### config.mk
export PLATFORM = sky130hd
export DESIGN_NAME = sin_cos_arb
export DESIGN_NICKNAME = d
export VERILOG_FILES = /design/src/rtl/sin_cos_pkg.sv /design/src/rtl/sin_cos_rr_pick.sv /design/src/rtl/sin_cos_arb.sv
export SDC_FILE = /design/constraint.sdc
export NUM_CORES = 1
export LEC_CHECK = 0
export ABC_AREA = 1
export ABC_CLOCK_PERIOD_IN_PS = 2000
export BUFFER_PORTS_ARGS = -buffer_cell sky130_fd_sc_hd__buf_2
export CAP_MARGIN = 20
export CELL_PAD_IN_SITES_DETAIL_PLACEMENT = 1
export CELL_PAD_IN_SITES_GLOBAL_PLACEMENT = 2
export CORE_ASPECT_RATIO = 0.7
export CORE_MARGIN = 2
export CORE_UTILIZATION = 25
export CTS_CLUSTER_DIAMETER = 60
export CTS_CLUSTER_SIZE = 40
export DETAILED_ROUTE_END_ITERATION = 12
export HOLD_SLACK_MARGIN = 0.06
export PLACE_DENSITY_LB_ADDON = 0.1
export SETUP_SLACK_MARGIN = 0.3
export SYNTH_ARGS = -nofsm -noshare
export SYNTH_HDL_FRONTEND = slang
export SYNTH_SLANG_ARGS = --single-unit
### constraint.sdc
create_clock -name clk -period 2 [get_ports clk]
set_input_delay 0.1 -clock clk [delete_from_list [all_inputs] [get_ports clk]]
set_output_delay 0.1 -clock clk [all_outputs]
set_load 0.03 [all_outputs]
### src/rtl/sin_cos_pkg.sv
// Shared types and helpers for the sin/cos core arbiter.
package sin_cos_pkg;

  // Widest requester index the arbiter supports (NREQ up to 8).
  localparam int MAX_ID_W = 3;

  typedef struct packed {
    logic                valid;
    logic [MAX_ID_W-1:0] id;
  } tag_t;

  function automatic int id_w(input int nreq);
    return (nreq > 2) ? $clog2(nreq) : 1;
  endfunction

endpackage

### src/rtl/sin_cos_rr_pick.sv
// Combinational round-robin winner search: first set request at or after ptr, wrapping.
module sin_cos_rr_pick #(
  parameter int NREQ = 4,
  parameter int ID_W = 2
) (
  input  logic [NREQ-1:0] req,
  input  logic [ID_W-1:0] ptr,
  output logic [NREQ-1:0] gnt,
  output logic [ID_W-1:0] idx,
  output logic            any
);

  // Two passes: the upper segment [ptr..NREQ-1] first, then the wrapped [0..ptr-1].
  always_comb begin
    gnt = '0;
    idx = '0;
    any = 1'b0;
    for (int i = 0; i < NREQ; i++) begin
      if (!any && req[i] && (i >= int'(ptr))) begin
        any    = 1'b1;
        idx    = ID_W'(i);
        gnt[i] = 1'b1;
      end
    end
    for (int i = 0; i < NREQ; i++) begin
      if (!any && req[i]) begin
        any    = 1'b1;
        idx    = ID_W'(i);
        gnt[i] = 1'b1;
      end
    end
  end

endmodule

### src/rtl/sin_cos_arb.sv
// Round-robin scheduler sharing one pipelined sin/cos core among NREQ requesters.
// Optional grant-lock behaviour is compiled in with SIN_COS_ARB_LOCK_EN.
module sin_cos_arb
  import sin_cos_pkg::*;
#(
  parameter int WIDTH   = 16,
  parameter int PHASE_W = 10,
  parameter int NREQ    = 4,
  parameter int LAT     = 2,
  localparam int ID_W   = id_w(NREQ)
) (
  input  logic                     clk,
  input  logic                     reset,
  input  logic                     en,
  input  logic [NREQ-1:0]          req_valid,
  input  logic [NREQ*PHASE_W-1:0]  req_phase,
  input  logic [NREQ-1:0]          req_lock,
  output logic [NREQ-1:0]          req_ready,
  output logic [PHASE_W-1:0]       core_phase,
  output logic                     core_valid,
  input  logic [WIDTH-1:0]         core_sin,
  input  logic [WIDTH-1:0]         core_cos,
  output logic                     rsp_valid,
  output logic [ID_W-1:0]          rsp_id,
  output logic [WIDTH-1:0]         rsp_sin,
  output logic [WIDTH-1:0]         rsp_cos,
  output logic                     busy
);

  logic [NREQ-1:0]               cand;
  logic [NREQ-1:0]               gnt;
  logic [ID_W-1:0]               ptr, ptr_nxt, gidx;
  logic                          gany, hold;
  logic [NREQ-1:0][PHASE_W-1:0]  phase_arr;
  tag_t [LAT:0]                  tag_pipe;
  tag_t                          tag_in;

  assign cand      = req_valid & {NREQ{en}};
  assign phase_arr = req_phase;
  assign req_ready = gnt;

  sin_cos_rr_pick #(.NREQ(NREQ), .ID_W(ID_W)) u_pick (
    .req (cand),
    .ptr (ptr),
    .gnt (gnt),
    .idx (gidx),
    .any (gany)
  );

`ifdef SIN_COS_ARB_LOCK_EN
  assign hold = req_lock[gidx];
`else
  logic unused_lock;
  assign unused_lock = ^req_lock;
  assign hold        = 1'b0;
`endif

  always_comb begin
    ptr_nxt = ptr;
    if (gany) begin
      if (hold)                          ptr_nxt = gidx;
      else if (gidx == ID_W'(NREQ - 1))  ptr_nxt = '0;
      else                               ptr_nxt = gidx + ID_W'(1);
    end
  end

  assign tag_in = '{valid: gany, id: MAX_ID_W'(gidx)};

  // One extra stage beyond LAT: the core samples core_valid one edge after issue.
  always_ff @(posedge clk or negedge reset) begin
    if (!reset) begin
      ptr        <= '0;
      tag_pipe   <= '0;
      core_valid <= 1'b0;
      core_phase <= '0;
    end else begin
      ptr        <= ptr_nxt;
      tag_pipe   <= {tag_pipe[LAT-1:0], tag_in};
      core_valid <= gany;
      if (gany) core_phase <= phase_arr[gidx];
    end
  end

  always_ff @(posedge clk or negedge reset) begin
    if (!reset) begin
      rsp_valid <= 1'b0;
      rsp_id    <= '0;
      rsp_sin   <= '0;
      rsp_cos   <= '0;
    end else if (tag_pipe[LAT].valid) begin
      rsp_valid <= 1'b1;
      rsp_id    <= tag_pipe[LAT].id[ID_W-1:0];
      rsp_sin   <= core_sin;
      rsp_cos   <= core_cos;
    end else begin
      rsp_valid <= 1'b0;
    end
  end

  always_comb begin
    busy = rsp_valid;
    for (int k = 0; k <= LAT; k++) busy = busy | tag_pipe[k].valid;
  end

endmodule

# Yosys cells after proc, flatten, opt, wreduce, memory -nomap -nowiden
# Index checks and enable logic that the tools add are counted.
# W data, S select, Z words.
[totals] mem_bits_rw=0 output_inout_bits=51 rom_bits=0 memories=0 reg_bits=56 word_cells=65 latchBits=0
[classes] div_mod_pow=0 n_bitwise=4 mul=0 n_shift=0 n_lt_le_gt_ge=4 reduce_logical=17 n_mux=26 n_addsub=1 eq_ne=1
[ops] cell="$bmux W10 S2" count=1
[ops] cell="$mux W1" count=17
[ops] cell="$mux W2" count=7
[ops] cell="$logic_and A1 B1 Y1" count=10
[ops] cell="$mux W10" count=1
[ops] cell="$logic_not A1 Y1" count=7
[ops] cell="$and A4 B4 Y4" count=1
[ops] cell="$ge A1 B2 Y1 const A" count=2
[ops] cell="$lt A2 B3 Y1 const B" count=1
[ops] cell="$or A1 B1 Y1" count=3
[ops] cell="$add A2 B1 Y2 const B" count=1
[ops] cell="$eq A2 B2 Y1 const B" count=1
[ops] cell="$ge A2 B2 Y1 const A" count=1

# Logic depth before layout (Yosys ltp)
# Gate-level depths: netlist of the first run.
[depth] ltp_word=28 ltp_mapped=12 mapped_depth_nobuf=11

# Cells and area by module
# From an unflattened synthesis of the first run, not the netlist that was laid out.
[unflattened] hier_cells=290 hier_area_um2=2800.2
[by_module_without_submodules] module="sin_cos_arb" instances=1 cells_per_inst=261 area_each_um2=2653.8 seq_area_each_um2=1401.3
[by_module_without_submodules] module="sin_cos_rr_pick" instances=1 cells_per_inst=29 area_each_um2=146.4 seq_area_each_um2=0.0

# Least setup slack after synthesis of the first run
# Ideal clock, no wire load.
[synth_path] path_kind="reg2reg" from="register ptr[1]" to="register ptr[1]" arrival_ps=1554 period_less_slack_ps=1631 stages_incl_launch_ff=10 setup_slack_ps=369 t_required_ps=1923 cell_sequence="dfrtp_1 > inv_1 > nand3_1 > nand2_2 > nor2_4 > nand3_2 > buf_2 > o21ai_1 > nor2_1 > o21ai_1"
[synth_via] elab_chain_len=28 elab_cells_between_ends=38 classes_between="add/sub: 1; order compare: 3; eq/ne: 1; mux: 16; reduce/logical: 17"
[synth_rtl] element="start, declared" line="sin_cos_arb.sv:32" text="logic [ID_W-1:0] ptr, ptr_nxt, gidx;"
[synth_rtl] element="start signal, assigned" line="sin_cos_arb.sv:77" text="ptr <= ptr_nxt;"
[synth_rtl] element="$ge A1 B2 Y1" line="sin_cos_rr_pick.sv:19" text="if (!any && req[i] && (i >= int'(ptr))) begin"
[synth_rtl] element="$logic_and A1 B1 Y1" line="sin_cos_rr_pick.sv:19"
[synth_rtl] element="$mux W1" line="sin_cos_rr_pick.sv:19"
[synth_rtl] element="$logic_not A1 Y1" line="sin_cos_rr_pick.sv:19"
[synth_rtl] element="$logic_and A1 B1 Y1 (2 in a row)" line="sin_cos_rr_pick.sv:19"
[synth_rtl] element="$mux W1" line="sin_cos_rr_pick.sv:19"
[synth_rtl] element="$logic_not A1 Y1" line="sin_cos_rr_pick.sv:19"
[synth_rtl] element="$logic_and A1 B1 Y1 (2 in a row)" line="sin_cos_rr_pick.sv:19"
[synth_rtl] element="[... 10 more ...]"
[synth_rtl] element="$logic_not A1 Y1" line="sin_cos_rr_pick.sv:26" text="if (!any && req[i]) begin"
[synth_rtl] element="$logic_and A1 B1 Y1" line="sin_cos_rr_pick.sv:26"
[synth_rtl] element="$mux W1" line="sin_cos_rr_pick.sv:26"
[synth_rtl] element="$logic_not A1 Y1" line="sin_cos_rr_pick.sv:26"
[synth_rtl] element="$logic_and A1 B1 Y1" line="sin_cos_rr_pick.sv:26"
[synth_rtl] element="$mux W2" line="sin_cos_rr_pick.sv:26"
[synth_rtl] element="$add A2 B1 Y2 / $eq A2 B2 Y1 (equally long branches)" line="sin_cos_arb.sv:63, sin_cos_arb.sv:62"
[synth_rtl] element="$mux W2" line="sin_cos_arb.sv:62" text="else if (gidx == ID_W'(NREQ - 1)) ptr_nxt = '0;"
# Several ways; a longest one is shown, not always the timed one.
# A chain may end at the register's enable or synchronous reset.

# Final worst setup path of the first run
[layout_path] from="register ptr[0]" to="register core_phase[2]"
[layout_via] elab_chain_len=28 elab_cells_between_ends=37 classes_between="order compare: 3; mux: 17; reduce/logical: 17"
[layout_rtl] element="$ge A1 B2 Y1" line="sin_cos_rr_pick.sv:19"
[layout_rtl] element="$logic_and A1 B1 Y1" line="sin_cos_rr_pick.sv:19"
[layout_rtl] element="$mux W1" line="sin_cos_rr_pick.sv:19"
[layout_rtl] element="$logic_not A1 Y1" line="sin_cos_rr_pick.sv:19"
[layout_rtl] element="$logic_and A1 B1 Y1 (2 in a row)" line="sin_cos_rr_pick.sv:19"
[layout_rtl] element="$mux W1" line="sin_cos_rr_pick.sv:19"
[layout_rtl] element="$logic_not A1 Y1" line="sin_cos_rr_pick.sv:19"
[layout_rtl] element="$logic_and A1 B1 Y1 (2 in a row)" line="sin_cos_rr_pick.sv:19"
[layout_rtl] element="[... 10 more ...]"
[layout_rtl] element="$logic_not A1 Y1" line="sin_cos_rr_pick.sv:26"
[layout_rtl] element="$logic_and A1 B1 Y1" line="sin_cos_rr_pick.sv:26"
[layout_rtl] element="$mux W1" line="sin_cos_rr_pick.sv:26"
[layout_rtl] element="$logic_not A1 Y1" line="sin_cos_rr_pick.sv:26"
[layout_rtl] element="$logic_and A1 B1 Y1" line="sin_cos_rr_pick.sv:26"
[layout_rtl] element="$mux W2" line="sin_cos_rr_pick.sv:26"
[layout_rtl] element="$bmux W10 S2" line="sin_cos_arb.sv:80" text="if (gany) core_phase <= phase_arr[gidx];"
[layout_rtl] element="$mux W10 (implied by the code)" line="sin_cos_arb.sv:80"
[layout_rtl] element="end signal, assigned" line="sin_cos_arb.sv:80"
[layout_rtl] element="end, declared" line="sin_cos_arb.sv:19" text="output logic [PHASE_W-1:0] core_phase,"
# Several ways; a longest one is shown, not always the timed one. The select of a mux whose other input is x is not followed.

==> metrics.txt, run 1 <==
# TYPE chip_impl_metric gauge
chip_impl_info{name="status",value="finished, final reports clean"} 1
chip_impl_metric{name="worst_skew_late_latency",unit="ns"} 0.29
chip_impl_metric{name="grt_remaining_overflow",unit=""} 0
chip_impl_metric{name="int_pwr",unit="uW"} 2360
chip_impl_metric{name="synth_warnings",unit=""} 0
chip_impl_metric{name="syn_inst",unit=""} 243
chip_impl_metric{name="clock_sink_count",unit=""} 56
chip_impl_metric{name="mappedNetlistArea",unit="um^2"} 2480
chip_impl_metric{name="grt_use_total",unit="%"} 14.5
chip_impl_metric{name="timing.final.crit_share",unit="%"} 83.5
chip_impl_metric{name="fin_skew",unit="ns"} 0.00582
chip_impl_metric{name="floorplan.die.height",unit="um"} 87.3
chip_impl_metric{name="swShare",unit="%"} 36.9
chip_impl_metric{name="p_leak",unit="uW"} 0.00208
chip_impl_metric{name="final_cell_count_no_fill",unit=""} 553
chip_impl_info{name="synthTopCellsByCount",value="76 x sky130_fd_sc_hd__nand2_1, 56 x sky130_fd_sc_hd__dfrtp_1, 34 x sky130_fd_sc_hd__mux2_2"} 1
chip_impl_metric{name="detailroute.via_count",unit=""} 2363
chip_impl_metric{name="rows",unit=""} 30
chip_impl_metric{name="coreArea",unit="um^2"} 9650
chip_impl_info{name="setup.worst_path.end_class",value="flip-flop"} 1
chip_impl_metric{name="first_pass_grt_wire_length",unit="mm"} 11.9
chip_impl_info{name="rr_endpoint",value="core_phase[2]$_DFFE_PN0P_"} 1
chip_impl_metric{name="drtIter0Drc",unit=""} 53
chip_impl_metric{name="power.density_cell_area",unit="nW/um^2"} 918
chip_impl_info{name="post_synth_main_area_contributors",value="sky130_fd_sc_hd__dfrtp_1 57%, sky130_fd_sc_hd__mux2_2 15%, sky130_fd_sc_hd__nand2_1 12%, sky130_fd_sc_hd__nand3_1 6.5%, sky130_fd_sc_hd__nor2_1 1.1%"} 1
chip_impl_metric{name="report.final.setup_viol",unit=""} 0
chip_impl_metric{name="pwr-share-clk",unit="%"} 23.6
chip_impl_metric{name="pwr-share-seq",unit="%"} 38.5
chip_impl_metric{name="final_nets",unit=""} 507
chip_impl_info{name="postSynth.topFlopCell",value="sky130_fd_sc_hd__dfrtp_1"} 1
chip_impl_metric{name="synth-edff-count",unit=""} 0
chip_impl_metric{name="critical_path_data_required_time",unit="ns"} 2.18
chip_impl_metric{name="postSynthAreaPerCell",unit="um^2"} 10.2
chip_impl_info{name="hold_path_class",value="primary input to flip-flop"} 1
chip_impl_metric{name="synth_top_area_share",unit="%"} 56.6
chip_impl_metric{name="synth_async_sr_flop_share",unit="%"} 100
chip_impl_metric{name="seq_area_frac_synth",unit="%"} 56.6
chip_impl_metric{name="netlist-cell-type-count",unit=""} 21
chip_impl_metric{name="fmaxAchievable",unit="MHz"} 598
chip_impl_info{name="start_kind",value="flip-flop"} 1
chip_impl_metric{name="io_buffer_count",unit=""} 129
chip_impl_metric{name="worst_r2r_path_depth",unit=""} 10
chip_impl_metric{name="final.setup.tns",unit="ns"} 0
chip_impl_metric{name="hold_depth",unit=""} 5
chip_impl_metric{name="syn_nets",unit=""} 326
chip_impl_metric{name="dp_hpwl",unit="mm"} 5.12
chip_impl_info{name="synthDominantAreaCellType",value="sky130_fd_sc_hd__dfrtp_1"} 1
chip_impl_metric{name="remaining_drc_errors",unit=""} 0
chip_impl_metric{name="antenna_cells",unit=""} 0
chip_impl_metric{name="number_of_global_route_vias_before_repair",unit=""} 2351
chip_impl_info{name="tritoncts",value="yes"} 1
chip_impl_metric{name="ant_nets",unit=""} 0
chip_impl_metric{name="gp_congestion",unit=""} 0.671
chip_impl_metric{name="antenna_violations_before_repair",unit=""} 0
chip_impl_info{name="worstHoldEndpoint",value="core_phase[6]$_DFFE_PN0P_"} 1
chip_impl_info{name="rsz0062_at_grt",value="yes"} 1
chip_impl_metric{name="place_inst",unit=""} 493
chip_impl_info{name="post-synth-top-count-cell",value="sky130_fd_sc_hd__nand2_1"} 1
chip_impl_info{name="reg2reg_from",value="ptr[0]$_DFFE_PN0P_"} 1
chip_impl_metric{name="synth_to_final_area_change",unit="%"} 64.4
chip_impl_metric{name="number_of_h_tree_levels",unit=""} 2
chip_impl_info{name="setup.worst_path.class",value="flip-flop to flip-flop"} 1
chip_impl_metric{name="floorplan.die_area",unit="um^2"} 10700
chip_impl_metric{name="cts-buffers-inserted",unit=""} 5
chip_impl_info{name="worst_hold_startpoint",value="req_phase[16]"} 1
chip_impl_metric{name="final_critical_path_required_period",unit="ns"} 1.67
chip_impl_metric{name="drt_pass_1_iters",unit=""} 4
chip_impl_metric{name="maximum_number_of_pins_on_one_net_before_global_route_repair",unit=""} 57
chip_impl_metric{name="timing_worst_slew_pin_value",unit="ns"} 0.428
chip_impl_metric{name="path_max_fanout",unit=""} 10
chip_impl_metric{name="postSynthRegisterBits",unit=""} 56
chip_impl_metric{name="max_slew_margin",unit="%"} 71.5
chip_impl_metric{name="die_width",unit="um"} 123
chip_impl_metric{name="boundaryPins",unit=""} 134
chip_impl_metric{name="clkTransAtPathRegs",unit="ns"} 0.07
chip_impl_metric{name="maxcap_viol_count",unit=""} 0
chip_impl_metric{name="number_of_buffers_on_the_longest_clock_path",unit=""} 2
chip_impl_metric{name="post_drt_wl_per_cell",unit="um"} 14.4
chip_impl_metric{name="slew_viol_final",unit=""} 0
chip_impl_metric{name="layout-drive-gt1-share",unit="%"} 51.1
chip_impl_metric{name="critPathArrivalTime",unit="ns"} 1.85
chip_impl_metric{name="route.detailed.vias_per_inst",unit=""} 4.27
chip_impl_metric{name="switching_power",unit="uW"} 1380
chip_impl_metric{name="routed_wire_length",unit="mm"} 7.98
chip_impl_info{name="clk_root_buffer_cell",value="sky130_fd_sc_hd__clkbuf_16"} 1
chip_impl_metric{name="power_frac_comb",unit="%"} 37.9
chip_impl_metric{name="hold_violations",unit=""} 0
chip_impl_metric{name="ir_drop",unit="uV"} 367
chip_impl_metric{name="r2r_setup_slk",unit="ns"} 0.33
chip_impl_metric{name="start_util",unit="%"} 25.7
[logic make-up after synthesis]
family                 share of synthesized area [%]
AND/OR/NAND/NOR                                 22.9
flip-flops                                      56.6
multiplexers                                    15.5
buffers and inverters                           3.89
AO/OA/AOI/OAI                                   1.11
[cell type report]
class                   count  area (um^2)
multi-input cells         167         1070
clock inverters             3         22.5
clock buffers               5          125
repair inverters            1         7.51
well taps                 128          160
fillers                  1115         5580
repair buffers            184         1240
flip-flops and latches     56         1400
inverters                   9         37.5
[worst max-delay path, cell delays in order (launching register included)]
cell                      delay, ns
sky130_fd_sc_hd__dfrtp_1       0.40
sky130_fd_sc_hd__nor2_1        0.14
sky130_fd_sc_hd__nand2_2       0.12
sky130_fd_sc_hd__nand2_4       0.11
sky130_fd_sc_hd__buf_4         0.11
sky130_fd_sc_hd__nor2_1        0.04
sky130_fd_sc_hd__nor2_1        0.19
sky130_fd_sc_hd__nand2_1       0.11
sky130_fd_sc_hd__buf_4         0.19
sky130_fd_sc_hd__nand2_1       0.09
sky130_fd_sc_hd__nand3_1       0.07
[cells in the final DEF (no fill, tap or decap), types with 5 or more instances in the layout]
cell / Yosys / layout
sky130_fd_sc_hd__buf_2: 5 / 126
sky130_fd_sc_hd__nand2_1: 76 / 75
sky130_fd_sc_hd__dfrtp_1: 56 / 56
sky130_fd_sc_hd__mux2_2: 34 / 34
sky130_fd_sc_hd__dlygate4sd3_1: 0 / 33
sky130_fd_sc_hd__nand3_1: 32 / 29
sky130_fd_sc_hd__buf_4: 3 / 16
sky130_fd_sc_hd__nor2_1: 7 / 6
sky130_fd_sc_hd__clkbuf_16: 0 / 6
sky130_fd_sc_hd__inv_2: 5 / 5
sky130_fd_sc_hd__buf_12: 0 / 5
[state kept, by name (all words and copies together), names as in the netlist]
signal      flops
rsp_sin        16
core_phase     10
rsp_id          2
rsp_valid       1
tag_pipe        9
rsp_cos        16
ptr             2
[power groups by stage]
stage               Combinational (uW)  Clock [uW]  Sequential [uW]
global placement                  1200           0             1450
global route                      1540         981             1470
CTS                               1310         924             1440
detailed placement                1210           0             1460
finish                            1420         880             1440
floorplan                          458           0             1800
[per-stage QoR]
step / hold WS [ns] / instance area [um^2] / power (uW) / utilization (%) / setup WS [ns]
2_1_floorplan: -0.196 / 2480 / 2250 / - / 0.369
3_3_place_gp: 0.127 / 3270 / 2660 / 33.9 / 0.276
3_5_place_dp: 0.129 / 3270 / 2680 / 33.9 / 0.255
4_1_cts: 0.103 / 3820 / 3670 / 39.6 / 0.285
5_1_grt: 0.114 / 4070 / 3990 / 42.2 / 0.225
6_report: 0.101 / 4070 / 3740 / 42.2 / 0.329
[timing repair]
| item | in CTS | in global routing |
|---|---|---|
| pin swaps | 2 | 6 |
| gates resized for setup | 13 | 16 |
| setup endpoints to repair | 10 | 14 |
| hold buffers | 33 | 0 |
| buffers inserted | 3 | 13 |
| hold endpoints to repair | 88 | 0 |
| gates cloned | 0 | 3 |
[metal layers]
| layer | track usage [%] | up-vias | part of all wire [%] |
|---|---|---|---|
| li1 | - | 1164 | - |
| met1 | 18.1 | 1132 | 45 |
| met2 | 24.5 | 63 | 49 |
| met3 | 4.38 | 4 | 5.7 |
| met4 | 3.45 | 0 | 0.73 |
| met5 | 0 | - | 0 |
[worst max path at each step]
stage | startpoint | to | slack, ns | cells past startpoint
2_1_floorplan | ptr[1]$_DFFE_PN0P_ | ptr[1]$_DFFE_PN0P_ | 0.37 | 9
3_3_place_gp | ptr[1]$_DFFE_PN0P_ | core_phase[9]$_DFFE_PN0P_ | 0.28 | 9
3_5_place_dp | ptr[1]$_DFFE_PN0P_ | core_phase[9]$_DFFE_PN0P_ | 0.25 | 10
4_1_cts | ptr[0]$_DFFE_PN0P_ | req_ready[1] | 0.29 | 8
5_1_grt | ptr[0]$_DFFE_PN0P_ | req_ready[1] | 0.22 | 8
6_report | ptr[0]$_DFFE_PN0P_ | core_phase[2]$_DFFE_PN0P_ | 0.33 | 10
(Power assumes the default switching activity.)
==> inputs of run 2 (changes only) <==
ABC_AREA = 0   (was 1)
ABC_CLOCK_PERIOD_IN_PS = 1600   (was 2000)
CORE_UTILIZATION = 27   (was 25)
clock period = 1.6 ns   (was 2 ns; I/O delays follow)
==> run 2 against run 1 <==
Effect of this change: the flow now finishes with violations (negative setup slack); sequential power increased by 19%; clock power increased by 26%; critical path depth is 4 lower; core utilization rose by 4.4 points; clock skew increased by 0.00088 ns.
==> metrics.txt, run 2 <==
# TYPE chip_impl_metric gauge
chip_impl_metric{name="number_of_buffers_on_the_longest_clock_path",unit=""} 2
chip_impl_metric{name="timing_worst_slew_pin_value",unit="ns"} 0.377
chip_impl_metric{name="hold_violations",unit=""} 0
chip_impl_metric{name="synth_top_area_share",unit="%"} 54.1
chip_impl_info{name="crit_path_top_delay_cell",value="sky130_fd_sc_hd__dfrtp_2"} 1
chip_impl_metric{name="die_width",unit="um"} 121
chip_impl_info{name="routed.top_layer",value="met4"} 1
chip_impl_metric{name="path_max_fanout",unit=""} 6
chip_impl_metric{name="post_drt_wl_per_cell",unit="um"} 15.6
chip_impl_metric{name="power.density_cell_area",unit="nW/um^2"} 1030
chip_impl_metric{name="detailroute.via_count",unit=""} 2377
chip_impl_metric{name="synth_warnings",unit=""} 0
chip_impl_metric{name="grt_use_total",unit="%"} 16.5
chip_impl_metric{name="detail_route.wirelength.met1",unit="mm"} 3.78
chip_impl_metric{name="worst_case_setup_margin_in_the_final_layout",unit="ns"} -0.128
chip_impl_metric{name="antenna_violations_before_repair",unit=""} 0
chip_impl_metric{name="start_util",unit="%"} 28.2
chip_impl_metric{name="p_leak",unit="uW"} 0.00212
chip_impl_metric{name="ir_drop",unit="uV"} 468
chip_impl_metric{name="worst-path-buf-inv",unit=""} 2
chip_impl_metric{name="number_of_h_tree_levels",unit=""} 2
chip_impl_info{name="worstHoldEndpoint",value="core_phase[9]$_DFFE_PN0P_"} 1
chip_impl_metric{name="worst_path_largest_cell_delay",unit="ns"} 0.44
chip_impl_metric{name="number_of_global_route_vias_before_repair",unit=""} 2545
chip_impl_metric{name="routed_wire_length",unit="mm"} 8.34
chip_impl_metric{name="dp_hpwl",unit="mm"} 5.56
chip_impl_info{name="worst_hold_startpoint",value="req_phase[19]"} 1
chip_impl_info{name="tritoncts",value="yes"} 1
chip_impl_info{name="status",value="finished, violations left"} 1
chip_impl_metric{name="dpl-instance-area",unit="um^2"} 3440
chip_impl_metric{name="critical_path_data_required_time",unit="ns"} 1.52
chip_impl_metric{name="synth-edff-count",unit=""} 0
chip_impl_metric{name="worst_r2r_path_depth",unit=""} 7
chip_impl_metric{name="p_total",unit="uW"} 4390
chip_impl_metric{name="synth_async_sr_flop_share",unit="%"} 100
chip_impl_info{name="layout_top_registers",value="rsp_cos (16), rsp_sin (16), core_phase (10)"} 1
chip_impl_metric{name="grt_remaining_overflow",unit=""} 0
chip_impl_metric{name="max_slew_margin",unit="%"} 74.6
chip_impl_info{name="violations_in_the_final_reports",value="negative setup slack"} 1
chip_impl_info{name="synthDominantAreaCellType",value="sky130_fd_sc_hd__dfrtp_1"} 1
chip_impl_metric{name="clkTransAtPathRegs",unit="ns"} 0.07
chip_impl_metric{name="gp_congestion",unit=""} 0.770
chip_impl_metric{name="synth_to_final_area_change",unit="%"} 65.0
chip_impl_metric{name="maxcap_viol_count",unit=""} 0
chip_impl_metric{name="slew_viol_final",unit=""} 0
chip_impl_info{name="setup.worst_path.end_class",value="output port"} 1
chip_impl_metric{name="r2r_setup_slk",unit="ns"} -0.11
chip_impl_info{name="post_synth_main_area_contributors",value="sky130_fd_sc_hd__dfrtp_1 54%, sky130_fd_sc_hd__mux2_2 15%, sky130_fd_sc_hd__nand4_1 4.3%, sky130_fd_sc_hd__mux2i_1 3.9%, sky130_fd_sc_hd__a211o_1 3.0%"} 1
chip_impl_info{name="reg2reg_from",value="ptr[0]$_DFFE_PN0P_"} 1
chip_impl_metric{name="postSynthAreaPerCell",unit="um^2"} 12.5
chip_impl_info{name="hold_path_class",value="primary input to flip-flop"} 1
chip_impl_metric{name="final.setup.tns",unit="ns"} -1.06
chip_impl_metric{name="first_pass_grt_wire_length",unit="mm"} 13.3
chip_impl_metric{name="drtIter0Drc",unit=""} 93
chip_impl_metric{name="routed-wl-met2",unit="mm"} 4.05
chip_impl_metric{name="floorplan.die_area",unit="um^2"} 10400
chip_impl_metric{name="final_critical_path_required_period",unit="ns"} 1.73
chip_impl_metric{name="fmaxAchievable",unit="MHz"} 579
chip_impl_metric{name="postSynthRegisterBits",unit=""} 56
chip_impl_info{name="top_library_cells_by_usage_in_the_layout_fill_and_taps_aside",value="125 x sky130_fd_sc_hd__buf_2, 55 x sky130_fd_sc_hd__dfrtp_1, 43 x sky130_fd_sc_hd__dlygate4sd3_1"} 1
chip_impl_metric{name="critPathArrivalTime",unit="ns"} 1.65
chip_impl_metric{name="io_buffer_count",unit=""} 129
chip_impl_metric{name="cts-buffers-inserted",unit=""} 5
chip_impl_metric{name="worst_skew_late_latency",unit="ns"} 0.29
chip_impl_metric{name="rows",unit=""} 29
chip_impl_info{name="postSynth.topFlopCell",value="sky130_fd_sc_hd__dfrtp_1"} 1
chip_impl_metric{name="detailedPlace.worstSlack",unit="ns"} -0.100
chip_impl_metric{name="final_nets",unit=""} 494
chip_impl_info{name="critPathTopFamily",value="flip-flops"} 1
chip_impl_metric{name="drt_pass_1_iters",unit=""} 4
chip_impl_info{name="setup.worst_path.class",value="flip-flop to output port"} 1
chip_impl_info{name="crit_path_start",value="ptr[1]$_DFFE_PN0P_"} 1
chip_impl_info{name="layout.cells.most_common",value="sky130_fd_sc_hd__buf_2"} 1
chip_impl_metric{name="report.final.setup_viol",unit=""} 14
chip_impl_metric{name="syn_inst",unit=""} 207
chip_impl_metric{name="syn_nets",unit=""} 290
chip_impl_metric{name="boundaryPins",unit=""} 134
chip_impl_metric{name="wl_met3",unit="um"} 403
chip_impl_info{name="worstPathCellList",value="nand2b_4 > a21oi_4 > o32ai_4 > nor3_2 > buf_4 > buf_6"} 1
chip_impl_metric{name="floorplan.die.height",unit="um"} 86.0
chip_impl_metric{name="remaining_drc_errors",unit=""} 0
chip_impl_metric{name="coreArea",unit="um^2"} 9180
chip_impl_info{name="rsz0062_at_grt",value="yes"} 1
chip_impl_metric{name="hold_depth",unit=""} 3
chip_impl_metric{name="postLayoutCellArea",unit="um^2"} 4280
chip_impl_metric{name="layout-drive-gt1-share",unit="%"} 55.8
chip_impl_metric{name="mappedNetlistArea",unit="um^2"} 2590
chip_impl_info{name="post-synth-top-count-cell",value="sky130_fd_sc_hd__dfrtp_1"} 1
chip_impl_info{name="synthTopCellsByCount",value="56 x sky130_fd_sc_hd__dfrtp_1, 34 x sky130_fd_sc_hd__mux2_2, 18 x sky130_fd_sc_hd__nand4_1"} 1
chip_impl_metric{name="antenna_cells",unit=""} 0
chip_impl_metric{name="maximum_number_of_pins_on_one_net_before_global_route_repair",unit=""} 57
chip_impl_metric{name="timing.final.crit_share",unit="%"} 108
chip_impl_metric{name="fin_skew",unit="ns"} 0.00670
chip_impl_metric{name="clock_sink_count",unit=""} 56
chip_impl_metric{name="netlist-cell-type-count",unit=""} 36
chip_impl_info{name="rr_endpoint",value="core_phase[5]$_DFFE_PN0P_"} 1
chip_impl_metric{name="ant_nets",unit=""} 0
chip_impl_info{name="clk_root_buffer_cell",value="sky130_fd_sc_hd__clkbuf_16"} 1
chip_impl_metric{name="seq_area_frac_synth",unit="%"} 54.1
chip_impl_metric{name="route.detailed.vias_per_inst",unit=""} 4.43
chip_impl_info{name="start_kind",value="flip-flop"} 1
-- run 2: cells by family (layout without fill, tap and decap cells) --
kind of cell / Yosys count / after routing / synth area share [%]
compound gates: 34 / 34 / 10.1
mux: 44 / 44 / 18.6
flops: 56 / 56 / 54.1
buf+inv: 33 / 238 / 8.26
simple gates: 40 / 40 / 8.93
-- run 2: final cells by class --
type,count,area [um^2]
Multi-Input combinational cell,118,1040
Sequential cell,56,1400
Inverter,17,63.8
Tap cell,124,155
Clock buffer,5,125
Clock inverter,3,21.3
Fill cell,1049,4900
Timing Repair Buffer,213,1470
-- run 2: worst min-delay path, cell delays in order --
cell                       delay [ns]
sky130_fd_sc_hd__buf_2           0.08
sky130_fd_sc_hd__o22ai_1         0.07
sky130_fd_sc_hd__a211oi_2        0.14
-- run 2: what timing repair did --
item	4_1_cts	5_1_grt
setup endpoints to repair	17	23
endpoints found under the hold margin	98	0
gates cloned	1	0
gates resized for setup	20	15
hold buffers	43	0
setup buffers	11	5
pin swaps	10	9
-- run 2: worst max-delay path by stage --
stage	to	slack (ns)	depth (start not counted)
after floorplan	core_phase[1]$_DFFE_PN0P_	-0.02	6
after global placement	core_phase[3]$_DFFE_PN0P_	-0.05	7
after detailed placement	core_phase[4]$_DFFE_PN0P_	-0.10	7
after CTS	core_phase[2]$_DFFE_PN0P_	-0.14	7
after global routing	req_ready[0]	-0.23	6
final	req_ready[0]	-0.13	6
-- run 2: power by group --
group / total, uW / internal [uW] / switching, uW
sequential: 1710 / 1620 / 96.5
combinational: 1560 / 696 / 866
clock: 1110 / 585 / 525
total: 4390 / 2900 / 1490
-- run 2: routing by layer --
layer | global-route usage (%) | vias to the layer above
met3 | 2.86 | 9
met1 | 21.9 | 1147
met4 | 4.55 | 0
met5 | 0 | -
li1 | - | 1149
met2 | 27.7 | 72
-- run 2: through the flow --
step / cells / utilization [%] / hold slack, ns
2_1_floorplan: 207 / - / -0.216
3_3_place_gp: 468 / 37.5 / 0.111
4_1_cts: 531 / 45.6 / 0.0902
5_1_grt: 536 / 46.6 / 0.142
6_report: 536 / 46.6 / 0.120
3_5_place_dp: 468 / 37.5 / 0.113
